**config.mk**
```make
export PLATFORM = sky130hd
export DESIGN_NAME = stim_compare_engine_flat
export DESIGN_NICKNAME = d
export VERILOG_FILES = /design/src/rtl/stim_compare_engine_if.sv /design/src/rtl/stim_compare_engine.sv /design/src/flat_wrapper.sv
export SDC_FILE = /design/constraint.sdc
export NUM_CORES = 1
export LEC_CHECK = 0
export CAP_MARGIN = 20
export CORE_MARGIN = 1.5
export CORE_UTILIZATION = 52
export CTS_CLUSTER_DIAMETER = 150
export DETAILED_ROUTE_END_ITERATION = 16
export PLACE_DENSITY = 0.86
export SLEW_MARGIN = 20
export SYNTH_ARGS = -nofsm -noshare
export SYNTH_HDL_FRONTEND = slang
export SYNTH_SLANG_ARGS = --single-unit
export TNS_END_PERCENT = 100
```
**constraint.sdc**
```tcl
create_clock -name clk -period 4.92 [get_ports clk]
set_input_delay 0.492 -clock clk [delete_from_list [all_inputs] [get_ports clk]]
set_output_delay 0.492 -clock clk [all_outputs]
set_load 0.1 [all_outputs]
```
**src/rtl/stim_compare_engine_if.sv**
```systemverilog
// rtl/stim_compare_engine_if.sv - controller/design-pair bus of the stimulus-and-compare engine
// STIM_COMPARE_MASK_EN adds the cmp_mask compare-exclusion bus.
interface stim_compare_engine_if #(
   parameter int WIDTH = 32,
   parameter int CNT_W = 16
);
   logic             start;
   logic             dut_rst;
   logic [WIDTH-1:0] stim;
   logic [WIDTH-1:0] golden;
   logic [WIDTH-1:0] netlist;
   logic             busy;
   logic             done;
   logic             pass;
   logic [CNT_W-1:0] mismatch_cnt;
   logic [CNT_W-1:0] first_fail_idx;
`ifdef STIM_COMPARE_MASK_EN
   logic [WIDTH-1:0] cmp_mask;

   modport master (
      input  start, golden, netlist, cmp_mask,
      output dut_rst, stim, busy, done, pass, mismatch_cnt, first_fail_idx
   );
   modport slave (
      output start, golden, netlist, cmp_mask,
      input  dut_rst, stim, busy, done, pass, mismatch_cnt, first_fail_idx
   );
`else
   modport master (
      input  start, golden, netlist,
      output dut_rst, stim, busy, done, pass, mismatch_cnt, first_fail_idx
   );
   modport slave (
      output start, golden, netlist,
      input  dut_rst, stim, busy, done, pass, mismatch_cnt, first_fail_idx
   );
`endif
endinterface

```
**src/rtl/stim_compare_engine.sv**
```systemverilog
// rtl/stim_compare_engine.sv - reset phase + LFSR vector stream into a golden/netlist pair, with compare and result capture
// STIM_COMPARE_MASK_EN enables masked compares through bus.cmp_mask.
module stim_compare_engine #(
   parameter int          WIDTH       = 32,
   parameter int          NUM_VECTORS = 1000,
   parameter int          RST_CYCLES  = 2,
   parameter int          HOLD_CYCLES = 2,
   parameter logic [31:0] SEED        = 32'h1,
   parameter int          CNT_W       = 16
) (
   input logic                   clk,
   input logic                   rst,
   stim_compare_engine_if.master bus
);
   localparam logic [2:0] S_IDLE   = 3'd0;
   localparam logic [2:0] S_RSTPH  = 3'd1;
   localparam logic [2:0] S_APPLY  = 3'd2;
   localparam logic [2:0] S_SAMPLE = 3'd3;
   localparam logic [2:0] S_DONE   = 3'd4;

   localparam logic [31:0] LFSR_MASK = 32'h80200003;
   localparam logic [31:0] SEED_NZ   = (SEED == 32'h0) ? 32'h1 : SEED;

   localparam int              HMAX       = (RST_CYCLES > HOLD_CYCLES) ? RST_CYCLES : HOLD_CYCLES;
   localparam int              HC_W       = $clog2(HMAX + 1);
   localparam logic [HC_W-1:0] RST_LAST   = HC_W'(RST_CYCLES - 1);
   localparam logic [HC_W-1:0] APPLY_LAST = HC_W'(HOLD_CYCLES - 2);

   // With a one-cycle hold a vector lives only in SAMPLE.
   localparam logic [2:0]       VEC_ENTRY = (HOLD_CYCLES > 1) ? S_APPLY : S_SAMPLE;
   localparam logic [CNT_W-1:0] ALL_ONES  = '1;
   localparam logic [CNT_W-1:0] LAST_IDX  = CNT_W'(NUM_VECTORS);

   generate
      if (NUM_VECTORS < 1 || NUM_VECTORS >= (2 ** CNT_W) - 1) begin : g_bad_num_vectors
         $error("stim_compare_engine: NUM_VECTORS must be >= 1 and < 2**CNT_W - 1");
      end
      if (WIDTH < 1 || WIDTH > 32) begin : g_bad_width
         $error("stim_compare_engine: WIDTH must be in 1..32");
      end
      if (RST_CYCLES < 1 || HOLD_CYCLES < 1) begin : g_bad_cycles
         $error("stim_compare_engine: RST_CYCLES and HOLD_CYCLES must be >= 1");
      end
   endgenerate

   logic [2:0]       state;
   logic [HC_W-1:0]  hold_cnt;
   logic [CNT_W-1:0] idx;
   logic [31:0]      lfsr;
   logic [31:0]      lfsr_nx;
   logic [WIDTH-1:0] stim_q;
   logic [CNT_W-1:0] mm_cnt;
   logic [CNT_W-1:0] ffi;
   logic [WIDTH-1:0] diff;
   logic             miss;
   logic             cmp_now;

   assign lfsr_nx = (lfsr >> 1) ^ (lfsr[0] ? LFSR_MASK : 32'h0);

`ifdef STIM_COMPARE_MASK_EN
   assign diff = (bus.golden ^ bus.netlist) & ~bus.cmp_mask;
`else
   assign diff = bus.golden ^ bus.netlist;
`endif
   assign miss    = |diff;
   assign cmp_now = ((state == S_RSTPH) && (hold_cnt == RST_LAST)) || (state == S_SAMPLE);

   always_ff @(posedge clk or posedge rst) begin
      if (rst) begin
         state    <= S_IDLE;
         hold_cnt <= '0;
         idx      <= '0;
         lfsr     <= SEED_NZ;
         stim_q   <= '0;
         mm_cnt   <= '0;
         ffi      <= ALL_ONES;
      end else begin
         if (cmp_now && miss) begin
            if (mm_cnt != ALL_ONES)
               mm_cnt <= mm_cnt + 1'b1;
            if (ffi == ALL_ONES)
               ffi <= idx;
         end

         case (state)
            S_IDLE, S_DONE: begin
               if (bus.start) begin
                  state    <= S_RSTPH;
                  hold_cnt <= '0;
                  idx      <= '0;
                  lfsr     <= SEED_NZ;
                  stim_q   <= '0;
                  mm_cnt   <= '0;
                  ffi      <= ALL_ONES;
               end
            end
            S_RSTPH: begin
               if (hold_cnt == RST_LAST) begin
                  state    <= VEC_ENTRY;
                  hold_cnt <= '0;
                  idx      <= CNT_W'(1);
                  lfsr     <= lfsr_nx;
                  stim_q   <= lfsr_nx[WIDTH-1:0];
               end else begin
                  hold_cnt <= hold_cnt + 1'b1;
               end
            end
            S_APPLY: begin
               if (hold_cnt == APPLY_LAST) begin
                  state    <= S_SAMPLE;
                  hold_cnt <= '0;
               end else begin
                  hold_cnt <= hold_cnt + 1'b1;
               end
            end
            S_SAMPLE: begin
               if (idx < LAST_IDX) begin
                  state    <= VEC_ENTRY;
                  hold_cnt <= '0;
                  idx      <= idx + 1'b1;
                  lfsr     <= lfsr_nx;
                  stim_q   <= lfsr_nx[WIDTH-1:0];
               end else begin
                  state <= S_DONE;
               end
            end
            default: state <= S_IDLE;
         endcase
      end
   end

   // IDLE is only reachable through reset, so the pair is kept in reset there too.
   assign bus.dut_rst        = (state == S_IDLE) || (state == S_RSTPH);
   assign bus.stim           = stim_q;
   assign bus.busy           = (state == S_RSTPH) || (state == S_APPLY) || (state == S_SAMPLE);
   assign bus.done           = (state == S_DONE);
   assign bus.pass           = (state == S_DONE) && (mm_cnt == '0);
   assign bus.mismatch_cnt   = mm_cnt;
   assign bus.first_fail_idx = ffi;
endmodule

```
**src/flat_wrapper.sv**
```systemverilog
// flat-port wrapper written by rule: the top's interface ports become plain ports
module stim_compare_engine_flat 
#(
   parameter int          WIDTH       = 32,
   parameter int          NUM_VECTORS = 1000,
   parameter int          RST_CYCLES  = 2,
   parameter int          HOLD_CYCLES = 2,
   parameter logic [31:0] SEED        = 32'h1,
   parameter int          CNT_W       = 16
)
  (clk, rst, bus_start, bus_golden, bus_netlist, bus_dut_rst, bus_stim, bus_busy, bus_done, bus_pass, bus_mismatch_cnt, bus_first_fail_idx);
  stim_compare_engine_if #(.WIDTH(WIDTH), .CNT_W(CNT_W)) bus_i ();
  input logic clk;
  input logic rst;
  input wire logic [$bits(bus_i.start)-1:0] bus_start;
  input wire logic [$bits(bus_i.golden)-1:0] bus_golden;
  input wire logic [$bits(bus_i.netlist)-1:0] bus_netlist;
  output wire logic [$bits(bus_i.dut_rst)-1:0] bus_dut_rst;
  output wire logic [$bits(bus_i.stim)-1:0] bus_stim;
  output wire logic [$bits(bus_i.busy)-1:0] bus_busy;
  output wire logic [$bits(bus_i.done)-1:0] bus_done;
  output wire logic [$bits(bus_i.pass)-1:0] bus_pass;
  output wire logic [$bits(bus_i.mismatch_cnt)-1:0] bus_mismatch_cnt;
  output wire logic [$bits(bus_i.first_fail_idx)-1:0] bus_first_fail_idx;
  assign bus_i.start = bus_start;
  assign bus_i.golden = bus_golden;
  assign bus_i.netlist = bus_netlist;
  assign bus_dut_rst = bus_i.dut_rst;
  assign bus_stim = bus_i.stim;
  assign bus_busy = bus_i.busy;
  assign bus_done = bus_i.done;
  assign bus_pass = bus_i.pass;
  assign bus_mismatch_cnt = bus_i.mismatch_cnt;
  assign bus_first_fail_idx = bus_i.first_fail_idx;
  stim_compare_engine #(.WIDTH(WIDTH), .NUM_VECTORS(NUM_VECTORS), .RST_CYCLES(RST_CYCLES), .HOLD_CYCLES(HOLD_CYCLES), .SEED(SEED), .CNT_W(CNT_W)) u_core (.clk(clk), .rst(rst), .bus(bus_i));
endmodule
```
==> results.py <==
metrics = {
    "outcome": {
        "status": "complete, no violations",
    },
    "power": {
        "powerDensity_mw_per_mm2": 587.5,
        "leakagePower_nw": 2.494,
        "vdd_ir_drop_max_mv": 0.7043,
    },
    "clock_network": {
        "cts_tree": "yes",
        "post_cts_resized": 0,
        "numCtsBuffers": 9,
        "cts-root-buf": "clkbuf_8",
        "cts_hold_buf": 0,
        "numClockSinks": 86,
        "clockBufferDepth": 2,
        "clock_latency_ps": 360,
        "clk_pin_slew_ps": 80,
        "cts_htree_levels": 3,
        "post_cts_buffers": 0,
    },
    "die": {
        "start_util": 0.5373,
        "core_area_mm2": 0.008763,
        "io_pins": 135,
        "die_area_mm2": 0.009634,
        "rows": 34,
        "dieHeight_um": 98.16,
        "die_w_um": 98.16,
    },
    "cells_and_area": {
        "syn_to_final_growth_pct": 28.65,
        "layout.nets": 677,
        "diodes": 0,
        "fin_area_mm2": 0.006057,
        "instances_no_fill": 717,
        "fill_cells": 657,
        "drive_gt1_frac": 0.07718,
    },
    "critical_path": {
        "r2r.worst_path.cells": 6,
        "crit_fanout": 18,
        "worstPathArrival_ps": 2720,
        "crit_type": "reg -> out",
        "crit_required_ps": 4430,
        "r2r_slack_ps": 1980,
        "worstSetupEndpointType": "output port",
        "critPathLaunchType": "flip-flop",
        "r2r_end": "u_core.idx[8]$_DFFE_PP0P_",
        "r2r-start": "u_core.state[0]$_DFFE_PP0P_",
    },
    "min_path": {
        "min_from": "u_core.bus.first_fail_idx[13]$_DFF_PP1_",
        "hold_path_class": "reg -> reg",
        "hold_depth": 2,
        "worstHoldEndpoint": "u_core.bus.first_fail_idx[13]$_DFF_PP1_",
    },
    "place": {
        "place_hpwl_mm": 8.386,
        "post-place-cells": 701,
        "gp_congestion": 0.9213,
        "dpl-instance-area_mm2": 0.005853,
        "place.port_buffers": 134,
    },
    "synthesis": {
        "synth_most_common_cell": "nand2_1",
        "synth_top_area_cell": "dfrtp_1",
        "synth.distinct_cells": 50,
        "ys_top_cells_by_area": "dfrtp_1, dfstp_2, nand2_1",
        "synthArstFlopShare": 1.000,
        "synthCells": 514,
        "synth_common_cells": "nand2_1, dfrtp_1, o21ai_0",
        "ys_seq_area_frac": 0.4616,
        "synth_flop_cell": "dfrtp_1",
        "yosysWarnings": 0,
        "synth_top_cell_area_share": 0.3667,
        "synth_fp_nets": 587,
        "syn_avg_cell_area_um2": 9.160,
        "synth_edf_count": 0,
        "syn_area_mm2": 0.004708,
        "synth_seq_cells": 86,
    },
    "detailed_routing": {
        "drt-pass1-iter-count": 4,
        "dr_total_vias": 4087,
        "wire_per_inst_um": 16.00,
        "drt_iter0_markers": 176,
        "ant_nets": 0,
        "drcViolationCount": 0,
        "viasPerCell": 5.700,
        "drt-total-wl_mm": 11.47,
    },
    "timing": {
        "clock_skew_ps": 14.06,
        "slew_headroom": 0.3377,
        "fin_crit_ps": 3208,
        "worst_slew_pin_slew_ps": 990.4,
        "post-route-period-util": 0.6520,
        "setup_viol": 0,
        "final_hold_viol_count": 0,
        "maxSlewViolCount": 0,
        "finalSetupTns_ps": 0,
        "fin_hold_ws_ps": 486.5,
        "rsz0062_at_grt": "no",
        "fmax_ghz": 0.3118,
    },
    "global_route": {
        "overflow": 0,
        "grt_pass1_wl_mm": 18.93,
        "grt_pass1_vias": 3990,
        "grt_max_degree": 67,
        "antenna_found_initial": 0,
        "grt_use_total": 0.2408,
    },
    "flow_run": {
        "cap_viol_max_count": 0,
    },
}
## metrics by stage
stage	total power, W	setup WS, ps	utilization
2_1_floorplan	0.002664	1619	-
3_3_place_gp	0.003004	1859	0.6666
3_5_place_dp	0.003048	1940	0.6679
4_1_cts	0.003569	1698	0.6912
5_1_grt	0.003727	1529	0.6912
6_report	0.003559	1712	0.6912
## registers in the layout (all words and copies together), names as in the netlist
register	cells
u_core.bus.first_fail_idx	16
u_core.bus.mismatch_cnt	16
u_core.lfsr	1
u_core.hold_cnt	2
u_core.idx	16
u_core.bus.stim	32
u_core.state	3
## logic make-up after synthesis
kind of cell               Yosys count  share of synthesized area
xor gates and xnor gates            41                    0.07627
adders and majority gates            6                    0.01594
AOI/OAI and AO/OA                   93                     0.1294
DFF                                 86                     0.4616
and+or+nand+nor                    215                     0.2206
buffers and inverters               69                    0.08743
muxes                                4                   0.008770
## how the worst max path moves through the flow
stage	end	slack (ps)	start
6_report	bus_pass	1710	u_core.state[1]$_DFFE_PP0P_
3_3_place_gp	u_core.bus.mismatch_cnt[1]$_DFF_PP0_	1860	bus_netlist[31]
2_1_floorplan	bus_pass	1620	u_core.state[0]$_DFFE_PP0P_
4_1_cts	bus_pass	1700	u_core.state[1]$_DFFE_PP0P_
3_5_place_dp	u_core.idx[8]$_DFFE_PP0P_	1940	bus_start
5_1_grt	bus_pass	1530	u_core.state[1]$_DFFE_PP0P_
## cell type report
type,count,area (µm²),area share
Clock inverter,6,66.31,0.01095
Timing Repair Buffer,138,1375,0.2270
Multi-Input combinational cell,359,2131,0.3518
Clock buffer,10,137.6,0.02272
Inverter,10,38.79,0.006404
Tap cell,108,135.1,0.02231
Sequential cell,86,2173,0.3588
## layer usage
layer / up-vias / global-route usage / part of all wire
met5: - / 0 / 0
met4: 0 / 0.07692 / 0.0099
met3: 13 / 0.04724 / 0.067
met2: 161 / 0.3942 / 0.49
met1: 1975 / 0.3250 / 0.43
li1: 1938 / - / -
## report_power, final
group	switching, W	internal [W]	leakage (nW)	total (W)
sequential	0.000189	0.000912	1.12	0.00110
clock	0.000260	0.000251	0.107	0.000511
combinational	0.00147	0.000477	1.27	0.00195
## placed cells by master (no fill, tap or decap), types with 10 or more instances in the layout
cell | synthesis | routed
a21oi_1 | 10 | 10
nor4_1 | 12 | 12
o21ai_0 | 39 | 39
nor2_1 | 31 | 31
nand4_1 | 12 | 12
nand3_1 | 17 | 17
nand2_1 | 101 | 101
xor2_1 | 32 | 32
clkdlybuf4s50_1 | 0 | 134
o41ai_1 | 17 | 17
dfrtp_1 | 69 | 69
dfstp_2 | 17 | 17
clkbuf_8 | 0 | 10
## worst max-delay path, stage by stage (launching register included)
cell             delay [ps]
dfrtp_1                 570
nor2_1                  240
nand2_1                  90
inv_1                   100
nand4_1                  90
nor2_1                  120
clkdlybuf4s50_1        1150
No activity file was read; power rests on OpenSTA's default activity.
